**config.mk**
```make
export PLATFORM = sky130hd
export DESIGN_NAME = sqrt_fix_core
export DESIGN_NICKNAME = d
export VERILOG_FILES = /design/src/rtl/sqrt_fix_core_pkg.sv /design/src/rtl/sqrt_fix_step.sv /design/src/rtl/sqrt_fix_core.sv
export SDC_FILE = /design/constraint.sdc
export NUM_CORES = 1
export LEC_CHECK = 0
export CORE_MARGIN = 2
export CORE_UTILIZATION = 52
export DETAILED_ROUTE_END_ITERATION = 6
export PLACE_DENSITY_LB_ADDON = 0.05
export SLEW_MARGIN = 20
export SYNTH_ARGS = -nofsm -noshare
export SYNTH_HDL_FRONTEND = slang
export SYNTH_SLANG_ARGS = --single-unit
```
**constraint.sdc**
```tcl
create_clock -name clk -period 3.3 [get_ports clk]
set_input_delay 0.66 -clock clk [delete_from_list [all_inputs] [get_ports clk]]
set_output_delay 0.66 -clock clk [all_outputs]
set_load 0.01 [all_outputs]
```
**src/rtl/sqrt_fix_core_pkg.sv**
```systemverilog
// Shared constants for the fixed-point square-root core: default operand format,
// FSM state encoding and the root-width helper.
package sqrt_fix_core_pkg;

   localparam int DEF_BIT_WIDTH = 32;
   localparam int DEF_FRAC_BITS = 16;

   localparam logic [1:0] ST_IDLE = 2'd0;
   localparam logic [1:0] ST_CALC = 2'd1;
   localparam logic [1:0] ST_DONE = 2'd2;

   // Number of root bits produced for a given fixed-point format.
   function automatic int root_width(input int bit_width, input int frac_bits);
      return (bit_width + frac_bits) / 2;
   endfunction

endpackage

```
**src/rtl/sqrt_fix_step.sv**
```systemverilog
// One restoring square-root recurrence step: brings down the next radicand bit pair,
// tries subtracting (4*root + 1) and appends the resulting root bit.
module sqrt_fix_step
   import sqrt_fix_core_pkg::*;
#(
   parameter int ROOT_W = root_width(DEF_BIT_WIDTH, DEF_FRAC_BITS)
)
(
   input  logic [ROOT_W+1:0] i_rem,
   input  logic [ROOT_W-1:0] i_root,
   input  logic [1:0]        i_pair,
   output logic [ROOT_W+1:0] o_rem,
   output logic [ROOT_W-1:0] o_root
);

   localparam int REM_W = ROOT_W + 2;

   logic [REM_W+1:0] w_rem_sh;
   logic [REM_W+1:0] w_trial;
   logic             w_fits;

   // Trial subtraction; the remainder never exceeds 2*root so REM_W bits always hold it.
   always_comb begin
      w_rem_sh = {i_rem, i_pair};
      w_trial  = {2'b00, i_root, 2'b01};
      w_fits   = (w_rem_sh >= w_trial);
      if (w_fits) begin
         o_rem  = REM_W'(w_rem_sh - w_trial);
         o_root = {i_root[ROOT_W-2:0], 1'b1};
      end else begin
         o_rem  = REM_W'(w_rem_sh);
         o_root = {i_root[ROOT_W-2:0], 1'b0};
      end
   end

endmodule

```
**src/rtl/sqrt_fix_core.sv**
```systemverilog
// Fixed-point square root with an ap_ctrl_hs responder interface; one root bit per
// CALC cycle, MSB first, result registered on entry to DONE.
module sqrt_fix_core
   import sqrt_fix_core_pkg::*;
#(
   parameter int BIT_WIDTH = DEF_BIT_WIDTH,
   parameter int FRAC_BITS = DEF_FRAC_BITS
)
(
   input  logic                        clk,
   input  logic                        reset,
   input  logic                        ap_start,
   input  logic signed [BIT_WIDTH-1:0] in_r,
   output logic                        ap_idle,
   output logic                        ap_done,
   output logic                        ap_ready,
   output logic        [BIT_WIDTH-1:0] ap_return
);

   localparam int RAD_W  = BIT_WIDTH + FRAC_BITS;
   localparam int ROOT_W = root_width(BIT_WIDTH, FRAC_BITS);
   localparam int REM_W  = ROOT_W + 2;
   localparam int CNT_W  = $clog2(ROOT_W + 1);
   localparam logic [CNT_W-1:0] CNT_LOAD = CNT_W'(ROOT_W - 1);

   logic [1:0]           r_state;
   logic [CNT_W-1:0]     r_cnt;
   logic [RAD_W-1:0]     r_rad;
   logic [REM_W-1:0]     r_rem;
   logic [ROOT_W-1:0]    r_root;
   logic                 r_idle;
   logic                 r_done;
   logic [BIT_WIDTH-1:0] r_return;

   logic [1:0]           w_state_nxt;
   logic [CNT_W-1:0]     w_cnt_nxt;
   logic [RAD_W-1:0]     w_rad_nxt;
   logic [REM_W-1:0]     w_rem_nxt;
   logic [ROOT_W-1:0]    w_root_nxt;
   logic                 w_idle_nxt;
   logic                 w_done_nxt;
   logic [BIT_WIDTH-1:0] w_return_nxt;
   logic [REM_W-1:0]     w_step_rem;
   logic [ROOT_W-1:0]    w_step_root;
   logic [BIT_WIDTH-1:0] w_root_ext;

   sqrt_fix_step #(
      .ROOT_W (ROOT_W)
   ) u_step (
      .i_rem  (r_rem),
      .i_root (r_root),
      .i_pair (r_rad[RAD_W-1:RAD_W-2]),
      .o_rem  (w_step_rem),
      .o_root (w_step_root)
   );

   // Zero-extend the final root into the result format.
   always_comb begin
      w_root_ext = {BIT_WIDTH{1'b0}};
      w_root_ext[ROOT_W-1:0] = w_step_root;
   end

   // Next-state logic; negative operands run the same schedule on a zero radicand.
   always_comb begin
      w_state_nxt  = r_state;
      w_cnt_nxt    = r_cnt;
      w_rad_nxt    = r_rad;
      w_rem_nxt    = r_rem;
      w_root_nxt   = r_root;
      w_return_nxt = r_return;
      w_done_nxt   = 1'b0;
      case (r_state)
         ST_IDLE: begin
            if (ap_start) begin
               w_state_nxt = ST_CALC;
               w_cnt_nxt   = CNT_LOAD;
               w_rem_nxt   = {REM_W{1'b0}};
               w_root_nxt  = {ROOT_W{1'b0}};
               if (in_r[BIT_WIDTH-1]) begin
                  w_rad_nxt = {RAD_W{1'b0}};
               end else begin
                  w_rad_nxt = {in_r, {FRAC_BITS{1'b0}}};
               end
            end else begin
               w_state_nxt = ST_IDLE;
            end
         end
         ST_CALC: begin
            w_rad_nxt  = {r_rad[RAD_W-3:0], 2'b00};
            w_rem_nxt  = w_step_rem;
            w_root_nxt = w_step_root;
            if (r_cnt == {CNT_W{1'b0}}) begin
               w_state_nxt  = ST_DONE;
               w_done_nxt   = 1'b1;
               w_return_nxt = w_root_ext;
            end else begin
               w_cnt_nxt = r_cnt - CNT_W'(1);
            end
         end
         ST_DONE: begin
            w_state_nxt = ST_IDLE;
         end
         default: begin
            w_state_nxt = ST_IDLE;
         end
      endcase
      w_idle_nxt = (w_state_nxt == ST_IDLE);
   end

   // State and output registers; reset aborts any operation in flight.
   always_ff @(posedge clk or negedge reset) begin
      if (!reset) begin
         r_state  <= ST_IDLE;
         r_cnt    <= {CNT_W{1'b0}};
         r_rad    <= {RAD_W{1'b0}};
         r_rem    <= {REM_W{1'b0}};
         r_root   <= {ROOT_W{1'b0}};
         r_idle   <= 1'b1;
         r_done   <= 1'b0;
         r_return <= {BIT_WIDTH{1'b0}};
      end else begin
         r_state  <= w_state_nxt;
         r_cnt    <= w_cnt_nxt;
         r_rad    <= w_rad_nxt;
         r_rem    <= w_rem_nxt;
         r_root   <= w_root_nxt;
         r_idle   <= w_idle_nxt;
         r_done   <= w_done_nxt;
         r_return <= w_return_nxt;
      end
   end

   assign ap_idle   = r_idle;
   assign ap_done   = r_done;
   assign ap_ready  = r_done;
   assign ap_return = r_return;

endmodule

```
==> Yosys cells after proc, flatten, opt, wreduce, memory -nomap -nowiden <==
Index checks and enable logic that the tools add are counted.
{ "word_totals": {"register_bits": 131, "elab_cells": 38} }
{ "op_classes": {"n_addsub": 2, "order_cmp": 1, "eq_ne": 3, "muxes": 17, "reduce_logical": 7} }
{ "op_table": {"columns": ["operator", "n"], "rows": [
  ["48-bit case mux with 2 select lines", 1],
  ["26-bit 2-to-1 mux", 2],
  ["26-bit case mux with 2 select lines", 1],
  ["48-bit 2-to-1 mux", 1],
  ["24-bit case mux with 2 select lines", 1],
  ["47-bit 2-to-1 mux", 1],
  ["28-bit by 26-bit >= comparator with 1-bit output", 1],
  ["26-bit subtractor", 1],
  ["24-bit 2-to-1 mux", 1],
  ["5-bit 2-to-1 mux", 2],
  ["5-bit case mux with 2 select lines", 1],
  ["5-bit zero test", 1],
  ["5-bit by 1-bit subtractor with 5-bit output (second input constant)", 1],
  ["2-bit zero test", 2],
  ["1-bit 2-to-1 mux", 4],
  ["2-bit != test (second input constant)", 2],
  ["2-bit case mux with 2 select lines", 1],
  ["2-bit AND reduction", 2],
  ["3-bit AND reduction", 1],
  ["2-bit by 1-bit == test with 1-bit output (second input constant)", 1],
  ["2-bit 2-to-1 mux", 1],
  ["2-bit nonzero test", 1]
]} }

==> Longest topological paths before layout <==
Gate-level depths: netlist (run 1).
{ "depth": {"word_depth": 4, "depth_mapped": 12, "depth_no_buf": 10} }

==> Modules after synthesis <==
From an unflattened synthesis (run 1), not the netlist that was laid out.
{ "unflattened": {"hier_cells": 633, "area_unflattened_um2": 6633.9} }
{ "by_module_without_submodules": {"columns": ["mod", "n_inst", "cells_each", "area_per_inst_um2", "seq_area_each_um2"], "rows": [
  ["sqrt_fix_core", 1, 342, 4498.1, 2879.0],
  ["sqrt_fix_step", 1, 291, 2135.8, 0.0]
]} }

==> Worst setup path before layout (run 1) <==
Ideal clock, no wire load.
{ "synth_timing": {"kind": "register to register", "from": "register r_rem[5]", "to": "register r_rem[13]", "setup_time_ns": 0.126, "arrival_time_ns": 2.435, "t_required_ns": 3.174, "setup_slack_ns": 0.739, "path_stages_with_launch": 10, "cell_sequence": "dfrtp_1 -> ha_1 -> and2_4 -> or4_4 -> o21ai_2 -> nand3b_2 -> a31oi_4 -> a22oi_4 -> buf_6 -> a221o_1"} }
{ "synth_between": {"elab_chain_cells": 3, "word_cells_on_any_way": 4, "cone_classes": "add/sub (1); order compare (1); mux (2)"} }
{ "synth_lines": {"columns": ["element", "line_no", "source"], "rows": [
  ["start: declaration", "sqrt_fix_core.sv:29", "logic [REM_W-1:0] r_rem;"],
  ["start signal: assignment", "sqrt_fix_core.sv:116", "r_rem <= {REM_W{1'b0}};"],
  ["start signal: assignment", "sqrt_fix_core.sv:125", "r_rem <= w_rem_nxt;"],
  ["26-bit subtractor or 28-bit by 26-bit >= comparator with 1-bit output (tied branches)", "sqrt_fix_step.sv:28, sqrt_fix_step.sv:26", null],
  ["26-bit 2-to-1 mux *", "sqrt_fix_step.sv:27", "if (w_fits) begin"],
  ["26-bit case mux with 2 select lines *", "sqrt_fix_core.sv:72", "case (r_state)"]
]} }
Every way passes the cells marked *; elsewhere a longest branch is shown, timed or not.
A chain may end at the register's enable or synchronous reset.

==> Final worst setup path (run 1) <==
{ "layout_timing": {"from": "register r_rem[5]", "to": "register r_rem[17]"} }
The elaborated chain is that of the path after synthesis.

==> results of run 1 <==
## cell usage in the layout (no fill, tap or decap), types with 22 or more instances in the layout
master,instances
a222oi_1,29
nor2_1,22
o21ai_0,67
mux2_2,24
inv_1,59
clkdlybuf4s50_1,60
a21oi_1,32
ha_1,27
dfrtp_1,114
nand2_1,68
## kinds of logic after synthesis
kind of cell,count (synthesis),synth area share
AOI/OAI and AO/OA,167,0.187
and+or+nand+nor,138,0.105
DFF,115,0.477
buffers and inverters,97,0.0688
muxes,43,0.0763
adders and majority gates,27,0.0560
xor gates and xnor gates,20,0.0290
other,1,0.000622
## worst reg2reg max path: stages, from the launching register on
cell and delay (ps):
dfrtp_1 400, ha_1 390, and2_4 180, or4_4 420, o21ai_2 190, nand3b_2 130
a31oi_4 260, a22o_1 450, nand3_1 140, o311ai_0 120
## cells in the mapped netlist (9+ instances only)
cell type,number,share of area
a21oi_1,32,0.027
a222oi_1,29,0.048
buf_4,9,0.011
clkbuf_1,23,0.014
dfrtp_1,114,0.47
ha_1,27,0.056
inv_1,59,0.037
mux2_2,24,0.045
mux2i_1,19,0.032
nand2_1,68,0.042
nor2_1,23,0.014
nor3_1,10,0.0083
o21ai_0,67,0.056
xnor2_1,15,0.022
## how the worst max path moves through the flow
stage | from | end | slack [ps]
global route | r_root[0]$_DFFE_PN0P_ | r_rem[21]$_DFFE_PN0P_ | 260
floorplan | r_rem[5]$_DFFE_PN0P_ | r_rem[13]$_DFFE_PN0P_ | 740
detailed placement | r_rem[5]$_DFFE_PN0P_ | r_rem[22]$_DFFE_PN0P_ | 520
CTS | r_rem[5]$_DFFE_PN0P_ | r_rem[22]$_DFFE_PN0P_ | 510
finish | r_rem[5]$_DFFE_PN0P_ | r_rem[17]$_DFFE_PN0P_ | 510
global placement | r_root[5]$_DFFE_PN0P_ | r_rem[5]$_DFFE_PN0P_ | 600
## power by group
part	switching [mW]	total (mW)	leakage (nW)	internal, mW
Sequential	0.404	2.43	1.41	2.03
Clock	0.611	1.99	0.318	1.37
Combinational	2.70	4.88	1.66	2.17
Total	3.72	9.30	3.39	5.58
## registers in the layout, indices dropped and copies added (netlist names)
register	count
ap_idle	1
ap_done	1
ap_return	24
r_root	24
r_cnt	5
r_rad	32
r_state	2
r_rem	26
## final cells by class
class	count	area, sq um
multi-input cells	403	2790
repair buffers	71	708
clock inverters	10	179
clock buffers	22	464
inverters	59	221
fillers	915	3950
flip-flops and latches	115	2880
well taps	143	179
## per-stage QoR
stage / hold WS, ps / power (mW) / worst slack, ps
finish: 282 / 9.30 / 508
global route: 324 / 10.1 / 265
CTS: 304 / 9.36 / 507
detailed placement: 472 / 7.30 / 522
global placement: 465 / 7.18 / 605
floorplan: 364 / 6.05 / 739
## routing by layer
| layer | part of all wire | GRT usage | vias to the layer above | routed length, microns |
|---|---|---|---|---|
| met5 | 0 | 0 | - | 0 |
| met4 | 0.0090 | 0.0609 | 0 | 116 |
| met1 | 0.46 | 0.291 | 2337 | 5950 |
| met2 | 0.48 | 0.359 | 118 | 6270 |
| met3 | 0.048 | 0.0680 | 10 | 618 |
| li1 | - | - | 2277 | - |
==> flow_metrics.env, run 1 <==
export IMPL_reg2reg_depth=9
export IMPL_max_slew_margin=0.555
export IMPL_dp_cells=791
export IMPL_wl_mm=13.0
export IMPL_fin_nets=729
export IMPL_fin_crit_ps=2790
export IMPL_ys_warn_count=0
export IMPL_antenna_cells=0
export IMPL_cts_clk_slew_worst_paths_ps=50
export IMPL_post_route_util=0.652
export IMPL_worstPathArrival_ps=3090
export IMPL_max_cap_violations=0
export IMPL_synth_flop_cell="dfrtp_1"
export IMPL_drcViolationCount=0
export IMPL_fmaxAchievable_mhz=358
export IMPL_cts_root_buf="clkbuf_16"
export IMPL_r2r_start="r_rem[5]$_DFFE_PN0P_"
export IMPL_syn_avg_cell_area_sq_um=9.92
export IMPL_p_leak_nw=3.39
export IMPL_gr_total_overflow=0
export IMPL_vias=4742
export IMPL_setup_tns_ps=0
export IMPL_critical_path_class="reg -> reg"
export IMPL_max_stage_delay_ps=450
export IMPL_synthArstFlopShare=1.00
export IMPL_synth_cell_area_sq_um=6030
export IMPL_vias_per_cell=5.76
export IMPL_vdd_drop_max_mv=0.642
export IMPL_skew_ps=8.37
export IMPL_numCtsBuffers=17
export IMPL_cellPowerDensity_nw_per_um2=1250
export IMPL_end_kind="flop"
export IMPL_holdBufCountCts=0
export IMPL_rsz0062_at_grt="false"
export IMPL_synth_edf_count=0
export IMPL_die_x_microns=112
export IMPL_grt_pass1_wl_mm=22.6
export IMPL_reg2reg_slack_ps=510
export IMPL_post_cts_repair_setup_buffers=0
export IMPL_crit_chain="ha_1 -> and2_4 -> or4_4 -> o21ai_2 -> nand3b_2 -> a31oi_4 -> a22o_1 -> nand3_1 -> o311ai_0"
export IMPL_cts_buffer_depth=2
export IMPL_yosysSeqAreaShare=0.477
export IMPL_grt_max_degree=67
export IMPL_status="finished clean"
export IMPL_fin_area_sq_um=7420
export IMPL_cts_sinks=115
export IMPL_crit_path_max_fanout=10
export IMPL_syn_to_final_growth_pct=22.9
export IMPL_hpwlAfterDp_mm=8.88
export IMPL_grt_usage=0.222
export IMPL_reg2reg_to="r_rem[17]$_DFFE_PN0P_"
export IMPL_critical_path_slowest_cell="a22o_1"
export IMPL_period_share=0.846
export IMPL_insertion_delay_ps=410
export IMPL_floorplan_initialDensity=0.531
export IMPL_critical_path_depth=9
export IMPL_wl_per_cell_microns=15.7
export IMPL_die_area_sq_um=12500
export IMPL_max_slew_worst_pin_slew_ps=668
export IMPL_ios=70
export IMPL_ys_types=54
export IMPL_h_tree_depth=4
export IMPL_netlist_instances=608
export IMPL_synth_seq_cells=115
export IMPL_chipHeight_microns=112
export IMPL_cts_tree="done"
export IMPL_place_area_sq_um=6770
export IMPL_port_buffers=61
export IMPL_drv_slew=0
export IMPL_crit_buf_inv=0
export IMPL_gp_congestion=0.910
export IMPL_antenna_found_initial=0
export IMPL_ant_nets=0
export IMPL_firstDrtPassIters=6
export IMPL_rows=39
export IMPL_drtIter0Drc=316
export IMPL_critPathRequiredTime_ps=3590
export IMPL_cts_resized=0
export IMPL_grt_pass1_vias=4785
export IMPL_layout_cells_non_filler=823
export IMPL_setup_viol=0
export IMPL_start_kind="flop"
export IMPL_final_hold_viol_count=0
export IMPL_path_delay_family="compound AO/OA/AOI/OAI gates"
export IMPL_core_area_sq_um=11400
export IMPL_worstHoldPathType="in -> async"
export IMPL_layout_drive_gt1_share=0.115
(Power assumes the default switching activity.)
==> run 2, diff against run 1 <==
clock period = 2.9 ns   (was 3.3 ns; I/O delays follow)
==> run 2 against run 1 <==
Flip-flop and latch count stayed put. Cell count is 1.5% higher. Sequential share of layout area is 0.74 points lower. First-iteration DRC count is 5.7% higher. Fmax is 4.5% higher. Highest routed layer unchanged.
==> flow_metrics.env, run 2 (synthesis gave the netlist of run 1 again) <==
export IMPL_num_fill_cells=906
export IMPL_start_kind="flop"
export IMPL_antenna_cells=0
export IMPL_reg2reg_slack_ps=230
export IMPL_crit_chain="ha_1 -> and2_4 -> or4_4 -> o21ai_2 -> nand3b_2 -> a31oi_4 -> a22oi_4 -> buf_4 -> mux2i_1 -> o21ai_0"
export IMPL_ios=70
export IMPL_worstHoldPathType="in -> async"
export IMPL_die_x_microns=112
export IMPL_use_met2=0.378
export IMPL_grt_pass1_wl_mm=22.9
export IMPL_chipHeight_microns=112
export IMPL_vias_per_cell=5.70
export IMPL_firstDrtPassIters=6
export IMPL_fin_nets=741
export IMPL_end_kind="flop"
export IMPL_met1_usage=0.286
export IMPL_critical_path_slowest_cell="or4_4"
export IMPL_grt_usage=0.226
export IMPL_skew_ps=9.97
export IMPL_drcViolationCount=0
export IMPL_hpwlAfterDp_mm=9.26
export IMPL_crit_path_max_fanout=11
export IMPL_grt_busiest_layer="met2"
export IMPL_layout_common_cells="dfrtp_1 (114), nand2_1 (68), o21ai_0 (67)"
export IMPL_setup_tns_ps=0
export IMPL_insertion_delay_ps=420
export IMPL_crit_buf_inv=1
export IMPL_rows=39
export IMPL_vias=4756
export IMPL_ant_nets=0
export IMPL_h_tree_depth=4
export IMPL_floorplan_initialDensity=0.531
export IMPL_gr_total_overflow=0
export IMPL_final_hold_viol_count=0
export IMPL_max_cap_violations=0
export IMPL_fin_crit_ps=2670
export IMPL_path_delay_family="simple AND/OR/NAND/NOR gates"
export IMPL_cts_clk_slew_worst_paths_ps=60
export IMPL_layout_cells_non_filler=835
export IMPL_die_area_sq_um=12500
export IMPL_wl_mm=13.3
export IMPL_max_slew_worst_pin_slew_ps=657
export IMPL_period_share=0.921
export IMPL_core_area_sq_um=11400
export IMPL_cts_tree="done"
export IMPL_cellPowerDensity_nw_per_um2=1440
export IMPL_antenna_found_initial=0
export IMPL_status="finished clean"
export IMPL_drv_slew=0
export IMPL_critical_path_class="reg -> reg"
export IMPL_cts_sinks=115
export IMPL_port_buffers=61
export IMPL_setup_viol=0
export IMPL_post_cts_repair_setup_buffers=0
export IMPL_wl_per_cell_microns=15.9
export IMPL_largest_register_ffs=32
export IMPL_max_slew_margin=0.561
export IMPL_layout_drive_gt1_share=0.132
export IMPL_cts_resized=0
export IMPL_rsz0062_at_grt="false"
export IMPL_critPathRequiredTime_ps=3170
export IMPL_holdBufCountCts=0
export IMPL_drtIter0Drc=334
export IMPL_max_stage_delay_ps=420
export IMPL_worstPathArrival_ps=2940
export IMPL_top_register="r_rad"
export IMPL_cts_buffer_depth=2
export IMPL_dp_cells=803
export IMPL_numCtsBuffers=17
export IMPL_grt_use_met3=0.0572
export IMPL_gp_congestion=0.957
export IMPL_final_common_cell="dfrtp_1"
export IMPL_syn_to_final_growth_pct=25.3
export IMPL_fmaxAchievable_mhz=374
export IMPL_p_leak_nw=3.47
export IMPL_grt_max_degree=51
export IMPL_cts_root_buf="clkbuf_16"
export IMPL_vdd_drop_max_mv=0.692
export IMPL_grt_pass1_vias=4841
export IMPL_reg_top3="r_rad x32, r_rem x26"
run 2: cell types whose count changed in the layout (fill, tap and decap cells not counted):
cell,delta
clkbuf_1,-1
bufinv_16,+1
clkbuf_8,+2
clkinv_2,-2
clkinv_4,-1
clkinvlp_4,+1
buf_4,+11
buf_12,+1
run 2: worst register-to-register path, delay by kind of cell (launching register included):
family / cells / cell delay [ps]
flip-flops: 1 / 390
buffers and inverters: 1 / 230
AND/OR/NAND/NOR: 3 / 710
AO/OA/AOI/OAI: 4 / 680
multiplexers: 1 / 210
adder cells (fa/ha/maj): 1 / 310
run 2: path summary, 6_finish.rpt:
path                                       start                        end  cells past startpoint
setup / recovery            r_rem[5]$_DFFE_PN0P_      r_rem[19]$_DFFE_PN0P_                     10
min in group clk           r_rad[24]$_DFFE_PN0P_      r_rad[26]$_DFFE_PN0P_                      2
setup reg to reg            r_rem[5]$_DFFE_PN0P_      r_rem[19]$_DFFE_PN0P_                     10
hold / removal                             reset  ap_return[10]$_DFFE_PN0P_                      1
max in group asynchronous                  reset          ap_idle$_DFF_PN1_                      2
hold reg to reg            r_rad[24]$_DFFE_PN0P_      r_rad[26]$_DFFE_PN0P_                      2
run 2: layer usage:
metal  vias up  share of wire
met5         -              0
met2       106           0.49
li1       2295              -
met3        12          0.047
met1      2343           0.45
met4         0          0.013
run 2: metrics by stage:
stage	instance area, sq um	hold slack, ps	setup slack [ps]	power [mW]	util
2_1_floorplan	6060	284	339	6.89	-
3_3_place_gp	6880	464	286	8.38	0.605
3_5_place_dp	6880	473	262	8.48	0.605
4_1_cts	7560	173	228	11.0	0.665
5_1_grt	7560	214	71.6	11.8	0.665
6_report	7560	163	228	10.9	0.665
run 2: power by group:
part	internal, mW	leakage (nW)	total (mW)	switching, mW
combinational	2.60	1.72	5.74	3.14
clock	1.70	0.333	2.42	0.718
sequential	2.31	1.41	2.76	0.447
total	6.61	3.47	10.9	4.30
run 2: area by class of cell:
class / instances / area [sq um] / share of cell area
sequential: 115 / 2880 / 0.381
multi-input combinational: 403 / 2790 / 0.368
timing repair buffer: 83 / 811 / 0.107
clock buffer: 23 / 488 / 0.0645
inverter: 59 / 221 / 0.0293
clock inverter: 9 / 198 / 0.0261
tap: 143 / 179 / 0.0237
==> run 3, diff against run 2 <==
CORE_UTILIZATION = 51   (was 52)
clock period = 2.3 ns   (was 2.9 ns; I/O delays follow)
==> run 3 against run 2 <==
Via count increased by 8.6%. Clock-buffer cell count decreased by 1. Design area increased by 9.6%. The flow now finishes with violations (DRC, setup timing). Sequential share of layout area decreased by 3.3 points. Global-route usage increased by 1.9 points. Critical path type unchanged. Highest routed layer unchanged. Die area increased by 1.9%. Fmax increased by 5.5%. Hold slack improved by 320 ps. Largest cell class is now multi-input gates.
==> flow_metrics.env, run 3 (synthesis gave the netlist of run 1 again) <==
export IMPL_fmaxAchievable_mhz=395
export IMPL_internal_power_mw=9.36
export IMPL_dp_cells=879
export IMPL_final_common_cell="dfrtp_1"
export IMPL_h_tree_depth=4
export IMPL_cts_tree="done"
export IMPL_cp_endpoint="r_rem[13]$_DFFE_PN0P_"
export IMPL_numCtsBuffers=17
export IMPL_layout_common_cells="dfrtp_1 (114), buf_4 (101), nand2_1 (68)"
export IMPL_swShare=0.401
export IMPL_max_slew_worst_pin_slew_ps=542
export IMPL_antenna_found_initial=0
export IMPL_num_fill_cells=841
export IMPL_vias=5167
export IMPL_wl_per_cell_microns=16.4
export IMPL_fin_crit_ps=2530
export IMPL_start_kind="flop"
export IMPL_top_register="r_rad"
export IMPL_multiInputGateArea_sq_um=2960
export IMPL_max_stage_delay_ps=440
export IMPL_critical_path_class="reg -> reg"
export IMPL_post_route_util=0.723
export IMPL_insertion_delay_ps=420
export IMPL_chipHeight_microns=113
export IMPL_worstPathArrival_ps=2830
export IMPL_vdd_drop_max_mv=1.03
export IMPL_end_kind="flop"
export IMPL_clockPowerShare=0.160
export IMPL_grt_pass1_wl_mm=25.0
export IMPL_setup_tns_ps=-4790
export IMPL_critPathRequiredTime_ps=2600
export IMPL_firstDrtPassIters=7
export IMPL_register_area_sq_um=2880
export IMPL_p_leak_nw=3.87
export IMPL_r2r_start="r_rem[5]$_DFFE_PN0P_"
export IMPL_worst_slack_ps=-232
export IMPL_reg_top3="r_rad x32, r_rem x26"
export IMPL_place_ws_ps=-249
export IMPL_ant_nets=0
export IMPL_drv_slew=0
export IMPL_drcViolationCount=2
export IMPL_reg2reg_slack_ps=-230
export IMPL_antenna_cells=0
export IMPL_largest_register_ffs=32
export IMPL_crit_path_max_fanout=9
export IMPL_drtIter0Drc=362
export IMPL_violations="DRC, setup timing"
export IMPL_die_x_microns=113
export IMPL_p_sw_mw=6.26
export IMPL_cts_root_buf="clkbuf_16"
export IMPL_port_buffers=61
export IMPL_whs_ps=484
export IMPL_grt_max_degree=60
export IMPL_worstHoldPathType="reg -> reg"
export IMPL_reg2reg_depth=9
export IMPL_max_cap_violations=0
export IMPL_rows=39
export IMPL_fin_area_sq_um=8290
export IMPL_hpwlAfterDp_mm=10.2
export IMPL_wl_mm=15.1
export IMPL_place_area_sq_um=7490
export IMPL_ios=70
export IMPL_period_share=1.10
export IMPL_fin_nets=826
export IMPL_seq_power_share=0.220
export IMPL_vias_per_cell=5.62
export IMPL_floorplan_initialDensity=0.526
export IMPL_power_mw=15.6
export IMPL_core_area_sq_um=11500
export IMPL_syn_to_final_growth_pct=37.4
export IMPL_layout_cells_non_filler=920
export IMPL_gr_total_overflow=0
export IMPL_final_hold_viol_count=0
export IMPL_rsz0062_at_grt="true"
export IMPL_reg2reg_to="r_rem[13]$_DFFE_PN0P_"
export IMPL_skew_ps=10.6
export IMPL_die_area_sq_um=12700
export IMPL_hold_path_cell_count=2
export IMPL_cellPowerDensity_nw_per_um2=1880
export IMPL_cts_buffer_depth=2
export IMPL_power_frac_comb=0.620
export IMPL_max_slew_margin=0.638
export IMPL_critical_path_startpoint="r_rem[5]$_DFFE_PN0P_"
export IMPL_status="finished, violations left"
export IMPL_grt_usage=0.245
export IMPL_crit_chain="ha_4 -> and2_4 -> or4_4 -> o21ai_4 -> nand3b_4 -> a31oi_4 -> a22oi_4 -> clkbuf_16 -> a221o_1"
export IMPL_gp_congestion=0.918
export IMPL_grt_pass1_vias=5379
export IMPL_cts_clk_slew_worst_paths_ps=60
export IMPL_critical_path_slowest_cell="or4_4"
export IMPL_cts_sinks=115
export IMPL_setup_viol=28
export IMPL_layout_drive_gt1_share=0.259
run 3: changes by cell type in the layout (fill, tap and decap cells not counted), moves of 5 or more:
cell	before	now
buf_4	20	101
o21ai_0	67	42
o21ai_1	1	25
ha_1	27	19
bufinv_16	6	1
clkinv_2	2	7
ha_4	0	5
run 3: power by group through the flow:
stage / logic [mW] / clock network [mW] / registers (mW)
floorplan: 5.41 / 0 / 3.44
global placement: 8.67 / 0 / 3.39
detailed placement: 8.86 / 0 / 3.43
CTS: 9.26 / 2.55 / 3.42
global route: 10.6 / 2.63 / 3.53
finish: 9.69 / 2.50 / 3.43
run 3: routing by layer:
metal	vias up	part of all wire	global-route usage
met5	-	0	0
li1	2481	-	-
met4	0	0.016	0.101
met2	153	0.50	0.426
met3	18	0.048	0.0520
met1	2515	0.44	0.298
run 3: timing repair:
action	4_1_cts	5_1_grt
hold buffers	1	0
pin swaps	0	3
setup buffers	4	3
cloned	0	1
resized for setup	24	14
hold endpoints to repair	8	0
setup endpoints to repair	28	28
run 3: how the worst min path moves through the flow:
stage                     startpoint                         to  slack [ps]
5_1_grt        r_rad[38]$_DFFE_PN0P_      r_rad[40]$_DFFE_PN0P_         510
6_report       r_rad[38]$_DFFE_PN0P_      r_rad[40]$_DFFE_PN0P_         480
2_1_floorplan                  reset          ap_done$_DFF_PN0_         160
3_3_place_gp                   reset  ap_return[10]$_DFFE_PN0P_         430
4_1_cts        r_rad[40]$_DFFE_PN0P_      r_rad[42]$_DFFE_PN0P_         480
3_5_place_dp                   reset  ap_return[10]$_DFFE_PN0P_         440
run 3: cell type report:
cell class	instances	share of cell area
multi-input cells	403	0.357
inverters	59	0.0267
well taps	143	0.0216
flip-flops and latches	115	0.347
clock inverters	10	0.00981
repair buffers	168	0.179
clock buffers	22	0.0584
run 3: critical path, delay by kind of cell, from the launching register on:
family	cells	cell delay (ps)
AOI/OAI and AO/OA	4	830
and+or+nand+nor	3	690
adders and majority gates	1	260
DFF	1	420
buffers and inverters	1	230
